File: src/rtl/shift_seq_pkg.sv
// ---------------------------------------------------------------------------
// shift_pkg : constants shared by the multicycle shift sequencer.
//   WIDTH / SHW    default data width and shift-amount width (WIDTH = 2**SHW)
//   SHIFT_STAGES   number of fixed-distance stages, one per shamt bit
//   OP_SLL/OP_SRA  operation select encodings
//   ST_*           FSM state encodings (also exported on the debug state bus)
// ---------------------------------------------------------------------------
package shift_pkg;

  localparam int WIDTH        = 32;
  localparam int SHW          = 5;
  localparam int SHIFT_STAGES = SHW;

  localparam logic OP_SLL = 1'b0;
  localparam logic OP_SRA = 1'b1;

  typedef logic [1:0] state_t;

  localparam state_t ST_IDLE = 2'b00;
  localparam state_t ST_RUN  = 2'b01;
  localparam state_t ST_DONE = 2'b10;

endpackage

File: src/rtl/shift_seq_if.sv
// ---------------------------------------------------------------------------
// shift_seq_if : start/busy/done handshake bundle between the execute stage
// (master) and the shift sequencer (slave).
//   start    master->slave  request, sampled only while busy is low
//   op       master->slave  0 = SLL, 1 = SRA
//   data_in  master->slave  operand
//   shamt    master->slave  shift amount
//   busy     slave->master  shift in flight; master stalls
//   done     slave->master  one-cycle pulse, result valid
//   result   slave->master  shifted value, held until the next accepted start
//   dbg_state slave->master current FSM state (observation only)
//
// Handshake: a request is accepted on any rising edge where start = 1 and
// busy = 0 (including the done cycle); operands are captured on that edge
// and need not be held afterwards. start while busy = 1 is ignored, never
// queued. done follows a fixed number of edges after acceptance.
// ---------------------------------------------------------------------------
interface shift_seq_if #(
  parameter int WIDTH = 32,
  parameter int SHW   = 5
);

  logic             start;
  logic             op;
  logic [WIDTH-1:0] data_in;
  logic [SHW-1:0]   shamt;
  logic             busy;
  logic             done;
  logic [WIDTH-1:0] result;
  logic [1:0]       dbg_state;

  modport master (
    output start, op, data_in, shamt,
    input  busy, done, result, dbg_state
  );

  modport slave (
    input  start, op, data_in, shamt,
    output busy, done, result, dbg_state
  );

endinterface

File: src/rtl/shift_seq_step.sv
// ---------------------------------------------------------------------------
// shift_step : one combinational fixed-distance barrel stage.
//   data_i    operand
//   enable_i  1 = apply the shift, 0 = pass data_i through
//   dir_i     OP_SLL = left with zero fill, OP_SRA = right with sign fill
//   data_o    stage output
// Parameter DIST is the fixed shift distance (1 .. WIDTH-1).
// ---------------------------------------------------------------------------
module shift_step
  import shift_pkg::*;
#(
  parameter int WIDTH = 32,
  parameter int DIST  = 1
) (
  input  logic [WIDTH-1:0] data_i,
  input  logic             enable_i,
  input  logic             dir_i,
  output logic [WIDTH-1:0] data_o
);

  logic [WIDTH-1:0] left_w;
  logic [WIDTH-1:0] right_w;

  assign left_w  = {data_i[WIDTH-1-DIST:0], {DIST{1'b0}}};
  // Fill from the current MSB so the sign survives every stage.
  assign right_w = {{DIST{data_i[WIDTH-1]}}, data_i[WIDTH-1:DIST]};

  always_comb begin
    data_o = data_i;
    if (enable_i) begin
      data_o = (dir_i == OP_SRA) ? right_w : left_w;
    end
  end

endmodule

File: src/rtl/shift_seq.sv
// ---------------------------------------------------------------------------
// shift_seq : multicycle SLL/SRA sequencer. Applies the 16, 8, 4, 2, 1
// stages one per clock to a working register, gated by the captured shamt.
//   clock   rising-edge clock
//   resetn  asynchronous active-low reset
//   bus     shift_seq_if slave modport (start/op/data_in/shamt in,
//           busy/done/result/dbg_state out)
// Timing: accept edge captures operands, five further edges run the stages,
// the last of them moves to DONE, where done is high for one cycle. Latency
// is the same for every shamt, including zero.
// ---------------------------------------------------------------------------
module shift_seq
  import shift_pkg::*;
#(
  parameter int WIDTH = shift_pkg::WIDTH,
  parameter int SHW   = shift_pkg::SHW
) (
  input  logic       clock,
  input  logic       resetn,
  shift_seq_if.slave bus
);

  localparam int STEP_W = $clog2(SHW + 1);

  state_t           state_q, state_d;
  logic [WIDTH-1:0] work_q,  work_d;
  logic [STEP_W-1:0] step_q, step_d;
  logic             op_q,    op_d;
  logic [SHW-1:0]   shamt_q, shamt_d;

  logic [WIDTH-1:0] stage_out [SHW];
  logic [WIDTH-1:0] sel_work;
  logic             accept;

  // Stage k applies distance 2**(SHW-1-k), enabled by shamt bit SHW-1-k.
  for (genvar k = 0; k < SHW; k++) begin : g_stage
    shift_step #(
      .WIDTH (WIDTH),
      .DIST  (1 << (SHW - 1 - k))
    ) u_step (
      .data_i   (work_q),
      .enable_i (shamt_q[SHW-1-k]),
      .dir_i    (op_q),
      .data_o   (stage_out[k])
    );
  end

  always_comb begin
    sel_work = work_q;
    for (int k = 0; k < SHW; k++) begin
      if (step_q == STEP_W'(k)) begin
        sel_work = stage_out[k];
      end
    end
  end

  // A new request is taken whenever the block is not running.
  assign accept = bus.start && (state_q == ST_IDLE || state_q == ST_DONE);

  always_comb begin
    state_d = state_q;
    work_d  = work_q;
    step_d  = step_q;
    op_d    = op_q;
    shamt_d = shamt_q;
    case (state_q)
      ST_IDLE: begin
        if (accept) begin
          state_d = ST_RUN;
        end
      end
      ST_RUN: begin
        work_d = sel_work;
        step_d = step_q + STEP_W'(1);
        if (step_q == STEP_W'(SHW - 1)) begin
          state_d = ST_DONE;
        end
      end
      ST_DONE: begin
        state_d = accept ? ST_RUN : ST_IDLE;
      end
      default: begin
        state_d = ST_IDLE;
      end
    endcase
    if (accept) begin
      work_d  = bus.data_in;
      op_d    = bus.op;
      shamt_d = bus.shamt;
      step_d  = '0;
    end
  end

  always_ff @(posedge clock or negedge resetn) begin
    if (!resetn) begin
      state_q <= ST_IDLE;
      work_q  <= '0;
      step_q  <= '0;
      op_q    <= 1'b0;
      shamt_q <= '0;
    end else begin
      state_q <= state_d;
      work_q  <= work_d;
      step_q  <= step_d;
      op_q    <= op_d;
      shamt_q <= shamt_d;
    end
  end

  assign bus.busy      = (state_q == ST_RUN);
  assign bus.done      = (state_q == ST_DONE);
  assign bus.result    = work_q;
  assign bus.dbg_state = state_q;

endmodule
File: src/flat_wrapper.sv
// flat-port wrapper written by rule: the top's interface ports become plain ports
module shift_seq_flat import shift_pkg::*;
#(
  parameter int WIDTH = shift_pkg::WIDTH,
  parameter int SHW   = shift_pkg::SHW
)
  (clock, resetn, bus_start, bus_op, bus_data_in, bus_shamt, bus_busy, bus_done, bus_result, bus_dbg_state);
  shift_seq_if #(.WIDTH(WIDTH), .SHW(SHW)) bus_i ();
  input  logic clock;
  input  logic resetn;
  input wire logic [$bits(bus_i.start)-1:0] bus_start;
  input wire logic [$bits(bus_i.op)-1:0] bus_op;
  input wire logic [$bits(bus_i.data_in)-1:0] bus_data_in;
  input wire logic [$bits(bus_i.shamt)-1:0] bus_shamt;
  output wire logic [$bits(bus_i.busy)-1:0] bus_busy;
  output wire logic [$bits(bus_i.done)-1:0] bus_done;
  output wire logic [$bits(bus_i.result)-1:0] bus_result;
  output wire logic [$bits(bus_i.dbg_state)-1:0] bus_dbg_state;
  assign bus_i.start = bus_start;
  assign bus_i.op = bus_op;
  assign bus_i.data_in = bus_data_in;
  assign bus_i.shamt = bus_shamt;
  assign bus_busy = bus_i.busy;
  assign bus_done = bus_i.done;
  assign bus_result = bus_i.result;
  assign bus_dbg_state = bus_i.dbg_state;
  shift_seq #(.WIDTH(WIDTH), .SHW(SHW)) u_core (.clock(clock), .resetn(resetn), .bus(bus_i));
endmodule
File: config.mk
export PLATFORM = sky130hd
export DESIGN_NAME = shift_seq_flat
export DESIGN_NICKNAME = d
export VERILOG_FILES = /design/src/rtl/shift_seq_pkg.sv /design/src/rtl/shift_seq_if.sv /design/src/rtl/shift_seq_step.sv /design/src/rtl/shift_seq.sv /design/src/flat_wrapper.sv
export SDC_FILE = /design/constraint.sdc
export NUM_CORES = 1
export LEC_CHECK = 0
export BUFFER_PORTS_ARGS = -buffer_cell sky130_fd_sc_hd__buf_4
export CAP_MARGIN = 20
export CORE_UTILIZATION = 40
export DETAILED_ROUTE_END_ITERATION = 12
export GPL_ROUTABILITY_DRIVEN = 0
export GPL_TIMING_DRIVEN = 0
export PLACE_DENSITY_LB_ADDON = 0.3
export SLEW_MARGIN = 20
export SYNTH_ARGS = -nofsm -noshare
export SYNTH_HDL_FRONTEND = slang
export SYNTH_SLANG_ARGS = --single-unit
export TNS_END_PERCENT = 5
File: constraint.sdc
create_clock -name clock -period 3.3 [get_ports clock]
set_input_delay 0.165 -clock clock [delete_from_list [all_inputs] [get_ports clock]]
set_output_delay 0.165 -clock clock [all_outputs]
set_load 0.02 [all_outputs]
Word-level counts from Yosys, hierarchy flattened
Cells that the tools add are included.
Storage, ports and cells
  register bits after elaboration: 43
  latch bits: 0
  memory bits (writable): 0
  memory bits (read-only): 0
  bits of input ports: 41
  output and inout bits: 36
  logic and storage cells: 53
  memories: 0
Operators by class
  add/sub/neg operators: 1
  multiply operators: 0
  div/mod/pow operators: 0
  $lt $le $gt $ge: 0
  eq/ne operators: 13
  shifts and indexed selects: 0
  multiplexer cells: 23
  bitwise operators: 0
  reduce and logical (&&, ||, !) cells: 10
Operators by type and width (number)
  2-to-1 mux 32 bit: 17
  nonzero test 6 bit: 2
  AND reduction 8 bit: 1
  AND reduction 7 bit: 1
  == test 3 x 2 -> 1 bit, second input constant: 2
  2-to-1 mux 3 bit: 2
  inequality test 6 x 4 -> 1 bit, second input constant: 1
  one-hot mux 2 bit (3 select lines): 1
  inequality test 5 x 3 -> 1 bit, second input constant: 1
  2-to-1 mux 2 bit: 2
  inequality test 2 x 1 -> 1 bit, second input constant: 2
  inequality test 4 x 2 -> 1 bit, second input constant: 1
  adder 3 x 1 -> 3 bit, second input constant: 1
  == test 3 x 1 -> 1 bit, second input constant: 1
  == test 3 bit, second input constant: 1
  zero test 3 bit: 1
  inequality test 3 x 1 -> 1 bit, second input constant: 1
  == test 2 x 1 -> 1 bit, second input constant: 1
  == test 2 bit, second input constant: 1
  zero test 2 bit: 1
  inequality test 2 bit, second input constant: 1
  AND reduction 2 bit: 1
  nonzero test 2 bit: 1
  logical AND 1 bit: 1
  2 further kinds: 2

Longest topological paths before layout
  depth after elaboration: 9
  depth in mapped cells: 10
  depth with buffers taken out: 7

Hierarchy
From an unflattened synthesis, not the netlist that was laid out.
Unflattened totals
  cell total of the unflattened synthesis: 950
  area total of the unflattened synthesis: 6708.9 um2
Modules (own cells, without submodules)
  shift_seq: instances 1, cells each 463, area an instance 3504.6 um2, sequential area each 1076.0 um2
  shift_step (u_core.g_stage[4].u_step): instances 1, cells each 106, area an instance 704.4 um2, sequential area each 0.0 um2
  shift_step (u_core.g_stage[3].u_step): instances 1, cells each 106, area an instance 699.4 um2, sequential area each 0.0 um2
  shift_step (u_core.g_stage[2].u_step): instances 1, cells each 106, area an instance 684.4 um2, sequential area each 0.0 um2
  shift_step (u_core.g_stage[1].u_step): instances 1, cells each 91, area an instance 628.1 um2, sequential area each 0.0 um2
  shift_step (u_core.g_stage[0].u_step): instances 1, cells each 78, area an instance 488.0 um2, sequential area each 0.0 um2

Worst setup path after synthesis
Ideal clock, no wire load.
  path kind: reg-to-reg
  from: reg u_core.step_q[0]
  to: reg u_core.work_q[16], in the netlist u_core.bus.result[16]
  setup time: 0.125 ns
  arrival time: 2.133 ns
  required time: 3.175 ns
  path slack: 1.041 ns
  cell stages (with the launch flop): 11
  path buffers: 3
  clock period less this slack: 2.259 ns
  cells stage by stage: dfrtp_1 inv_1 ha_1 buf_4 o21ba_2 a311oi_1 o31ai_4 nand2_4 buf_12 buf_12 mux2_4
Between the ends
  longest elaborated chain between the ends: 7
  elaborated cells on any way between the ends: 18
  those cells by class: 8 x eq/ne; 6 x mux; 4 x reduce/logical
Ends and longest elaborated chain
  start, declared: line shift_seq.sv:27  | logic [STEP_W-1:0] step_q, step_d;
  start signal, assigned: line shift_seq.sv:104  | step_q <= step_d;
  == test 3 x 1 -> 1 bit: line shift_seq.sv:51  | if (step_q == STEP_W'(k)) begin
  2-to-1 mux 32 bit (4 in series): line shift_seq.sv:51
  2-to-1 mux 32 bit: line shift_seq.sv:66  | case (state_q)
  2-to-1 mux 32 bit: line shift_seq.sv:86  | if (accept) begin
  end signal, assigned: line shift_seq.sv:103  | work_q <= work_d;
  end, declared: line shift_seq.sv:26  | logic [WIDTH-1:0] work_q, work_d;
Parallel ways exist; a longest one is shown, timed or not. The select of a mux whose other input is x is not followed.
A chain may end at the register's enable or synchronous reset.

Worst setup path after layout
  from: reg u_core.step_q[0]
  to: reg u_core.work_q[20], in the netlist u_core.bus.result[20]
The elaborated chain is that of the path after synthesis.

==> qor.yml <==
drt:
  drcViolationCount: 0
  route.vias.total: 5067
  via_per_inst: 6.75
  antenna_left: 0
  wl_per_cell_um: 22.6
  dr.pass1.iters: 8
  drt_iter0_drc: 1212
  wirelength_um: 16900
floorplanning:
  io_pins: 77
  core.rowCount: 36
  die-width_um: 102
  die_h_um: 102
  core_sq_um: 9770
  die_area_sq_um: 10500
  start_util_pct: 41.3
layout:
  n_antenna_cell: 0
  fin_nets: 664
  n_fill_cell: 1008
  drive_gt1_share_pct: 21.8
  regArea_sq_um: 1080
  syn_to_final_growth_pct: 21.1
  multi_input_area_sq_um: 2680
yosys:
  netlist_instances: 534
  yosysWarningCount: 0
  synth_edf_count: 0
  synth-main-ff-cell: "dfrtp_1"
  syn_avg_cell_area_sq_um: 7.55
  ys_ff_latch: 43
  ys_seq_area_share_pct: 26.7
  netlist_area_sq_um: 4030
  ys_async_sr_fraction_pct: 100
  synth_cell_types: 60
  synth.top_cell.area_share_pct: 26.7
  postSynthNetCount: 580
  yosys.area.top_type: "dfrtp_1"
  synth_area_leaders: "dfrtp_1, nand2_1, a21oi_1"
setup_path:
  cp-start-kind: "register"
  endpoint_kind: "register"
  critPathTopFamily: "compound AO/OA/AOI/OAI gates"
  cpPeakStageDelay_ns: 0.78
  path_cells: "inv_1 -> ha_1 -> buf_4 -> o21ba_2 -> buf_4 -> o2111ai_1 -> a2111oi_0 -> nor3_1 -> mux2_4"
  arrival_ns: 3.16
  crit_top_cell: "buf_4"
  cp_max_fo: 10
  crit_type: "reg2reg"
  crit_slowest_cell: "a2111oi_0"
  worstPathBufferInverterCount: 3
  cp.required_ns: 3.50
power:
  p_total_mw: 6.63
  p_leak_nw: 2.10
  switching_share_pct: 54.0
  switchingPower_mw: 3.58
  p_int_mw: 3.05
  power-per-cell-area_nw_per_um2: 1360
  irDropWorstVdd_mv: 0.579
  clockPowerShare_pct: 6.4
  seq_power_share_pct: 19.5
  pwr-share-comb_pct: 74.0
placement:
  io_buffer_count: 76
  place_worst_setup_slack_ns: 0.579
  hpwl_um: 12100
sta:
  worstMarginPinSlew_ns: 0.799
  final.min_clock_period_ns: 2.96
  fin_setup_tns_ns: 0
  finalClockSkew_ns: 0.00469
  relSlewSlack_pct: 45.3
  slew_viol_final: 0
  rsz0062_at_grt: "false"
  hold_viol_final: 0
  layout_worst_path_cycle_share_pct: 89.6
  final-setup-viol-count: 0
  fin_ws_ns: 0.343
  clock.fmax_mhz: 338
global_route:
  grt_usage_pct: 33.4
  grt_pass1_wl_um: 26300
  grt_max_degree: 44
  antenna_found_initial: 0
  gr-total-overflow: 0
  grt_pass1_vias: 4882
clock_network:
  htree_levels: 2
  clk_latency_ns: 0.31
  cts_tree: "done"
  cts_resized: 0
  cts_sinks: 43
  cts_root_buf: "clkbuf_8"
  cts_buffer_depth: 2
  numCtsBuffers: 5
  clk_pin_slew_ns: 0.09
outcome:
  status: "complete, no violations"
flow_run:
  max_cap_violations: 0
worst_hold_path:
  hold_path.class: "in2reg"
-- cells by family (layout without fill, tap and decap cells) --
kind of cell               count (synthesis)  after routing  share of synthesized area (%)
and+or+nand+nor                          244            244                           29.7
DFF                                       43             43                           26.7
AOI/OAI and AO/OA                        154            154                           26.4
muxes                                     30             30                           8.78
adders and majority gates                  5              5                           1.55
buffers and inverters                     58            142                           6.92
-- power by group through the flow --
stage	sequential, mW	combinational, mW	clock, mW
2_1_floorplan	1.32	3.15	0
3_3_place_gp	1.25	4.64	0
3_5_place_dp	1.26	4.69	0
4_1_cts	1.25	4.71	0.428
5_1_grt	1.31	5.21	0.446
6_report	1.30	4.91	0.426
-- per-stage QoR --
stage	instance area (sq um)	std cells	hold WS (ns)	util, %
after floorplan	4030	534	-0.131	-
after global placement	4770	743	0.194	48.8
after detailed placement	4770	743	0.201	48.8
after CTS	4880	751	0.0463	50.0
after global routing	4880	751	0.0496	50.0
final	4880	751	0.0393	50.0
-- path summary, 6_finish.rpt --
path	startpoint	endpoint	slack, ns	cells after the start
hold / removal	bus_shamt[2]	u_core.shamt_q[2]	0.04	3
setup reg to reg	u_core.step_q[0]	u_core.bus.result[20]	0.34	9
setup / recovery	u_core.step_q[0]	u_core.bus.result[20]	0.34	9
min in group asynchronous	resetn	u_core.bus.result[20]	0.39	2
hold reg to reg	u_core.shamt_q[1]	u_core.shamt_q[1]	0.50	2
max in group asynchronous	resetn	u_core.bus.result[0]	2.53	2
-- cells in the mapped netlist (14+ instances only) --
cell type	count
a21oi_1	47
clkbuf_1	29
nor3_1	14
nor2_1	31
mux2_2	19
nand3_1	29
o21ai_0	16
nand2b_1	29
nand2_1	93
dfrtp_1	43
inv_1	14
nand4_1	18
-- cells in the final DEF, fill, tap and decap left out, types with 10 or more instances in the layout --
cell / n
mux2_2: 19
dfrtp_1: 43
a31oi_1: 13
nand3_1: 29
nor2b_1: 10
nor2_1: 31
nand2b_1: 29
o22ai_1: 10
inv_1: 14
o21ai_0: 16
buf_4: 81
nand4_1: 18
nor3_1: 14
a21oi_1: 47
clkbuf_1: 30
nand2_1: 93
-- cell type report --
class,count,area share (%)
plain buffers,44,4.64
clock buffers,6,1.49
clock inverters,1,0.615
inverters,14,1.08
multi-input cells,433,54.9
flip-flops and latches,43,22.0
well taps,133,3.41
repair buffers,77,11.9
-- layer usage --
metal	global-route usage [%]	share of wire, %	vias up
met5	0	0	-
met4	17.6	7.2	0
met3	11.7	14	151
met2	49.1	42	479
met1	42.9	37	2303
li1	-	-	2134
-- registers in the layout, indices dropped and copies added, names as in the netlist --
register,cells
u_core.bus.result,32
u_core.shamt_q,5
u_core.step_q,3
u_core.bus.dbg_state,2
u_core.op_q,1
-- what timing repair did --
item / 4_1_cts / 5_1_grt
endpoints found under the hold margin: 43 / 0
buffers inserted: 0 / 0
hold buffers: 1 / 0
-- worst reg2reg max path, delay by kind of cell, from the launching register on --
kind | cells | cell delay (ns)
adders and majority gates | 1 | 0.17
buffers and inverters | 3 | 0.46
DFF | 1 | 0.43
and+or+nand+nor | 1 | 0.14
AOI/OAI and AO/OA | 3 | 1.35
muxes | 1 | 0.30
Note: power is estimated with default switching activity, not from simulation.
